**src/rtl/prog_loader.sv**
```systemverilog
// Program-memory loader: LEN_HI, LEN_LO, N bytes[, CHK] -> 4096x8 writes; mem_we lags the transfer by 1 cycle.
// in_ready is high only while a load is in progress; CHECKSUM_EN adds the trailing checksum byte and err.
module prog_loader #(
    parameter int ADDR_W = 12,
    parameter int DATA_W = 8
) (
    input  logic              clk,
    input  logic              reset,
    input  logic              start,
    input  logic              in_valid,
    input  logic [DATA_W-1:0] in_byte,
    output logic              in_ready,
    output logic              mem_we,
    output logic [ADDR_W-1:0] mem_addr,
    output logic [DATA_W-1:0] mem_data,
    output logic              cpu_reset,
    output logic              busy,
    output logic              done,
    output logic              err
);
    localparam int HI_W = ADDR_W - DATA_W;
    localparam logic [ADDR_W-1:0] L_ONE = ADDR_W'(1);

    typedef enum logic [2:0] {
        S_IDLE,
        S_LEN_HI,
        S_LEN_LO,
        S_DATA,
        S_DONE
`ifdef CHECKSUM_EN
        , S_CHK
`endif
    } state_t;

    state_t            r_state;
    state_t            w_next;
    logic              w_xfer;
    logic              w_last;
    logic              w_start_ok;
    logic [ADDR_W-1:0] r_len;
    logic [ADDR_W-1:0] r_addr;
    logic              r_mem_we;
    logic [ADDR_W-1:0] r_mem_addr;
    logic [DATA_W-1:0] r_mem_data;
`ifdef CHECKSUM_EN
    logic [DATA_W-1:0] r_sum;
    logic              r_err;
`endif

    always_ff @(posedge clk) begin
        if (reset) begin
            r_state <= S_IDLE;
        end else begin
            r_state <= w_next;
        end
    end

    always_comb begin
        w_next     = r_state;
        in_ready   = 1'b0;
        busy       = 1'b0;
        done       = 1'b0;
        w_start_ok = 1'b0;
        case (r_state)
            S_IDLE: begin
                w_start_ok = 1'b1;
                if (start) w_next = S_LEN_HI;
            end
            S_LEN_HI: begin
                in_ready = 1'b1;
                busy     = 1'b1;
                if (in_valid) w_next = S_LEN_LO;
            end
            S_LEN_LO: begin
                in_ready = 1'b1;
                busy     = 1'b1;
                if (in_valid) w_next = S_DATA;
            end
            S_DATA: begin
                in_ready = 1'b1;
                busy     = 1'b1;
                if (in_valid && w_last) begin
`ifdef CHECKSUM_EN
                    w_next = S_CHK;
`else
                    w_next = S_DONE;
`endif
                end
            end
`ifdef CHECKSUM_EN
            S_CHK: begin
                in_ready = 1'b1;
                busy     = 1'b1;
                if (in_valid) w_next = S_DONE;
            end
`endif
            S_DONE: begin
                done       = 1'b1;
                w_start_ok = 1'b1;
                if (start) w_next = S_LEN_HI;
            end
            default: w_next = S_IDLE;
        endcase
    end

    assign w_xfer = in_valid && in_ready;
    // The counter stops on the final byte so a 4096-byte image never revisits address 0.
    assign w_last = (r_addr == r_len);

    always_ff @(posedge clk) begin
        if (reset) begin
            r_len      <= '0;
            r_addr     <= '0;
            r_mem_we   <= 1'b0;
            r_mem_addr <= '0;
            r_mem_data <= '0;
`ifdef CHECKSUM_EN
            r_sum      <= '0;
            r_err      <= 1'b0;
`endif
        end else begin
            r_mem_we <= 1'b0;
            if (w_start_ok && start) begin
                r_addr <= '0;
`ifdef CHECKSUM_EN
                r_sum  <= '0;
                r_err  <= 1'b0;
`endif
            end
            if (w_xfer) begin
                case (r_state)
                    S_LEN_HI: r_len[ADDR_W-1:DATA_W] <= in_byte[HI_W-1:0];
                    S_LEN_LO: begin
                        r_len[DATA_W-1:0] <= in_byte;
                        r_addr            <= '0;
                    end
                    S_DATA: begin
                        r_mem_we   <= 1'b1;
                        r_mem_addr <= r_addr;
                        r_mem_data <= in_byte;
`ifdef CHECKSUM_EN
                        r_sum      <= r_sum + in_byte;
`endif
                        if (!w_last) r_addr <= r_addr + L_ONE;
                    end
`ifdef CHECKSUM_EN
                    S_CHK: r_err <= (in_byte != r_sum);
`endif
                    default: ;
                endcase
            end
        end
    end

    assign mem_we   = r_mem_we;
    assign mem_addr = r_mem_addr;
    assign mem_data = r_mem_data;
`ifdef CHECKSUM_EN
    assign err = r_err;
`else
    assign err = 1'b0;
`endif
    assign cpu_reset = !((r_state == S_DONE) && !err);

endmodule

```
**config.mk**
```make
export PLATFORM = sky130hd
export DESIGN_NAME = prog_loader
export DESIGN_NICKNAME = d
export VERILOG_FILES = /design/src/rtl/prog_loader.sv
export SDC_FILE = /design/constraint.sdc
export NUM_CORES = 1
export LEC_CHECK = 0
export CAP_MARGIN = 10
export CORE_MARGIN = 10
export CORE_UTILIZATION = 49
export DETAILED_ROUTE_END_ITERATION = 10
export DONT_BUFFER_PORTS = 1
export GPL_TIMING_DRIVEN = 0
export HOLD_SLACK_MARGIN = 0.12
export PLACE_DENSITY = 0.73
export SYNTH_ARGS = -nofsm -noshare
export SYNTH_HDL_FRONTEND = slang
export SYNTH_SLANG_ARGS = --single-unit
```
**constraint.sdc**
```tcl
create_clock -name clk -period 1.59 [get_ports clk]
set_input_delay 0.159 -clock clk [delete_from_list [all_inputs] [get_ports clk]]
set_output_delay 0.159 -clock clk [all_outputs]
set_load 0.005 [all_outputs]
```
Word level (Yosys, flattened, before mapping)
Index checks and enable logic that the tools add are counted.

word-level totals
  bits in registers = 48
  input bits = 12
  output and inout port bits = 26
  logic and storage cells = 43

operators by class
  add/subtract/negate cells = 1
  eq/ne operators = 9
  mux-type cells = 13
  bitwise gates (word level) = 1
  reduce and logical (&&, ||, !) cells = 12

operators by type and width
  cell                     number
  $mux W12                 3
  $pmux W12 S2             1
  $add A12 B1 Y12 const B  1
  $eq A12 B12 Y1           1
  $mux W3                  4
  $pmux W3 S4              1
  $eq A3 B2 Y1 const B     2
  $ne A2 B2 Y1 const B     3
  $reduce_and A2 Y1        3
  $mux W1                  4
  $reduce_and A4 Y1        1
  $reduce_or A2 Y1         2
  $eq A3 B1 Y1 const B     1
  $eq A3 B3 Y1 const B     1
  $logic_and A1 B1 Y1      3
  $logic_not A3 Y1         1
  $reduce_or A3 Y1         1
  $ne A2 B1 Y1 const B     1
  $logic_not A1 Y1         1
  $not A1 Y1               1

Logic depth before layout (Yosys ltp)
  depth after elaboration = 8
  gate-level depth with buffers = 8

Least setup slack after synthesis
Ideal clock, no wire load.

  path kind = register -> register
  start = reg r_addr[7]
  end = reg r_addr[9]
  data arrival time = 1.515 ns
  setup slack = -0.047 ns
  cell stages (with the launch flop) = 9
  path buffers = 3
  period minus slack after synthesis = 1.637 ns
  cell sequence = dfxtp_1 -> buf_6 -> xnor2_1 -> nand4_1 -> or3_1 -> buf_6 -> buf_8 -> a32oi_1 -> o21ai_1

between the ends
  longest elaborated chain between the ends = 4
  elaborated cells between the ends (all ways) = 5

ends and longest elaborated chain
  what                                                      RTL line  RTL
  from (decl)                                               41        logic [ADDR_W-1:0] r_addr;
  from (signal assigned)                                    144       if (!w_last) r_addr <= r_addr + L_ONE;
  $add A12 B1 Y12 / $eq A12 B12 Y1 (equally long branches)  144, 108
  $mux W12 (*)                                              144
  $pmux W12 S2 (*)                                          131       case (r_state)
  $mux W12 (*)                                              130       if (w_xfer) begin

Mark *: on every way between the ends. The rest lies on a longest branch, timed or not.
A chain may end at the register's enable or synchronous reset.

Final worst setup path
  start = reg r_addr[6]
  end = reg r_addr[3]

between the ends
  longest elaborated chain between the ends = 4

ends and longest elaborated chain
  what            RTL line  RTL
  $eq A12 B12 Y1  108       assign w_last = (r_addr == r_len);
  $mux W12        144
  $pmux W12 S2    131
  $mux W12        130

Every way passes these cells.

==> metrics.md <==
| Metric | Value |
|---|---|
| Result of the run | `complete, but fails checks` |
| Violated checks | `negative setup slack` |
| Most common cell after layout, fill and taps aside | `nand2_1` |
| Post-route ant nets | `0` |
| Unrepaired setup endpoints after global routing | `true` |
| Cell-by-cell trace of the critical path | `xnor2_2, nand4_1, or3_4, buf_6, clkbuf_16, a31oi_4, a31oi_1` |
| Critical path depth in cells | `7` |
| Maximum number of buffers from clock root to sink | `2` |
| CP delay by family, top | `simple AND/OR/NAND/NOR gates` |
| Final Cycle Share | `109%` |
| Number of flops mapped to enable cells by yosys | `0` |
| Aggregate global-route resource usage | `14.9%` |
| Critical Path Slowest Stage Cell | `dfxtp_4` |
| Wire length of the first global-routing pass | `8.95 mm` |
| Slew at the pin closest to its max-slew limit | `0.587 ns` |
| Routed WL | `6.10 mm` |
| Syn Nets | `273` |
| Number of buffers inserted by port buffering | `0` |
| Setup violators final | `13` |
| Delay of the slowest cell on the worst path | `0.43 ns` |
| Type of the worst setup path | `flip-flop to flip-flop` |
| Reg2Reg Setup Slack | `-0.15 ns` |
| Area of the die | `7470 um2` |
| Final-report hold violation count | `0` |
| Number of clock sinks seen by CTS | `48` |
| Hold Path Cell Cnt | `3` |
| Core area | `4320 um2` |
| Crit start category | `flip-flop` |
| Crit path buf inv count | `2` |
| Number of buffers created by CTS | `5` |
| Post-detailed-route DRC marker count | `0` |
| Layout cells sized above 1 | `27.8%` |
| TritonCTS clock tree | `done` |
| Cell area after layout | `2770 um2` |
| R2r worst-path depth | `7` |
| Post-synthesis to final-layout area growth | `28.1%` |
| Static Leak | `1.02 nW` |
| Number of synthesized register bits | `48` |
| Initial antenna violation count | `0` |
| Max-slew headroom at the worst pin | `60.9%` |
| Layout Nets | `304` |
| Mean Syn Cell Area | `8.32 um2` |
| Vias after detailed routing | `1980` |
| Reg2reg end | `r_addr[3]$_SDFF_PP0_` |
| Main synth FF type | `dfxtp_1` |
| Netlist cell types | `44` |
| Async set-or-reset flop fraction in the synthesized netlist | `0%` |
| Vias in the first global route | `1797` |
| Count of warnings emitted by yosys | `0` |
| Floorplan die height | `86.4 um` |
| Number of standard cells after synthesis | `260` |
| Minimum setup slack in the final design | `-0.150 ns` |
| Half-perimeter wire length of the detailed placement result | `3.63 mm` |
| Area of the mapped netlist | `2160 um2` |
| Peak supply drop | `0.000587 V` |
| Die width | `86.4 um` |
| Effective utilization at floorplan | `50.0%` |
| Max Fanout on Critical Path | `8` |
| Terminating pin of the worst hold path | `r_state[0]$_SDFFE_PP0P_` |
| Required time at the endpoint of the critical path | `1.77 ns` |
| Row Count | `24` |
| Pwr Density | `902 nW/um2` |
| Peak Freq | `575 MHz` |
| Number of max-cap violations | `0` |
| Worst hold start | `start` |
| Dpl cell area | `2250 um2` |
| Number of optimization iterations in the first detailed-route pass | `4` |
| Ant. Diodes | `0` |
| Tightest hold margin | `0.132 ns` |
| Fillcell total | `361` |
| Wirelength per Cell | `17.8 um` |
| Beginning of the worst register-to-register path | `r_addr[6]$_SDFF_PP0_` |
| Detailed Route Iter0 Violations | `241` |
| Final Critical Period | `1.74 ns` |
| Root buf cell | `clkbuf_8` |
| Insertion delay of the later-clocked pin in the worst-skew pair | `0.31 ns` |
| Critical Path Source | `r_addr[6]$_SDFF_PP0_` |
| Residual overflow from global routing | `0` |
| Clock skew | `0.00803 ns` |
| Critical path data arrival time | `1.92 ns` |
| Maximum number of pins on one net before global-route repair | `14` |
| Type of destination of the critical path | `flip-flop` |
| Sequential fraction of the synthesis area | `44.4%` |
| Count of pins over their slew limit | `0` |
| Commonest non-fill, non-tap cells in the layout | `nand2_1, dfxtp_1, a21oi_1, buf_4, nor2_1` |
| Number of ports placed on the die boundary | `38` |
| Final weighted congestion in routability-driven placement | `0.868` |
| Worst min-delay path class | `input port to flip-flop` |
| H-tree lvl count | `2` |
| DR vias/cell | `5.77` |
| Clock-pin slew on the worst setup and hold paths | `0.08 ns` |
## report_power, final
group          leakage (nW)  switching, W  internal [W]  total, W
sequential            0.397     0.0000177       0.00121   0.00123
clock                0.0410      0.000397      0.000300  0.000696
combinational         0.581      0.000296      0.000276  0.000572
## flip-flops by register name (all words and copies together), names as in the netlist
name / flops
mem_addr: 12
mem_data: 8
mem_we: 1
r_addr: 12
r_len: 12
r_state: 3
## cells in the mapped netlist, drive strengths merged, types with 6 or more instances
library cell  number  share of area [%]
xnor2             12                4.9
mux2i             12                5.6
nand2             52                9.0
nand3              7                1.6
a21oi             22                5.1
a31oi             11                3.2
clkbuf            12                2.3
inv                6                1.0
nand4              7                2.0
dfxtp             48                 44
nor2              20                3.5
buf               11                3.8
## layout make-up
class / count / area, um2 / area share, %
Tap cell: 52 / 65.1 / 2.35
Timing Repair Buffer: 26 / 236 / 8.54
Inverter: 6 / 22.5 / 0.813
Multi-Input combinational cell: 183 / 1230 / 44.3
Buffer: 21 / 140 / 5.06
Sequential cell: 48 / 1000 / 36.1
Clock buffer: 6 / 72.6 / 2.62
Clock inverter: 1 / 5.00 / 0.181
## routing by layer
metal / part of all wire [%] / track usage, %
met4: 2.6 / 5.60
met2: 46 / 21.9
met1: 41 / 19.3
met5: 0 / 0
met3: 10 / 5.53
## metrics by stage
step	utilization, %	setup WS [ns]	cells	TNS (ns)	power (W)
after floorplan	-	-0.00582	260	-0.00582	0.00154
after global placement	52.1	-0.364	312	-3.57	0.00161
after detailed placement	52.1	-0.346	312	-4.38	0.00161
after CTS	58.9	-0.113	338	-0.528	0.00240
after global routing	64.1	-0.198	343	-2.88	0.00259
final	64.1	-0.150	343	-1.08	0.00250
## cell families (layout without fill, tap and decap cells)
logic type | after synthesis | after routing | share of synthesized area, %
other | 1 | 1 | 0.173
adder cells (fa/ha/maj) | 1 | 1 | 0.578
multiplexers | 13 | 13 | 6.07
AO/OA/AOI/OAI | 52 | 52 | 15.0
AND/OR/NAND/NOR | 104 | 104 | 21.8
flip-flops | 48 | 48 | 44.4
XOR/XNOR | 12 | 12 | 4.86
buffers and inverters | 29 | 60 | 7.11
## how the worst max path moves through the flow
stage,end,slack [ns]
final,r_addr[3]$_SDFF_PP0_,-0.15
after global routing,r_addr[9]$_SDFF_PP0_,-0.20
after CTS,r_addr[9]$_SDFF_PP0_,-0.11
after detailed placement,r_addr[0]$_SDFF_PP0_,-0.35
after global placement,r_addr[0]$_SDFF_PP0_,-0.36
after floorplan,r_addr[9]$_SDFF_PP0_,-0.006
## tightest hold or removal path, cell delays in order
cell	delay (ns)
nand2_1	0.05
o21ai_0	0.10
a31oi_1	0.09
## repair_timing
action,in CTS,in global routing
hold buffers,8,0
endpoints found under the hold margin,20,0
endpoints found under the setup margin,34,47
pin swaps,8,16
gates cloned,1,1
setup buffers,12,7
gates resized for setup,23,41
Note: power is estimated with default switching activity, not from simulation.
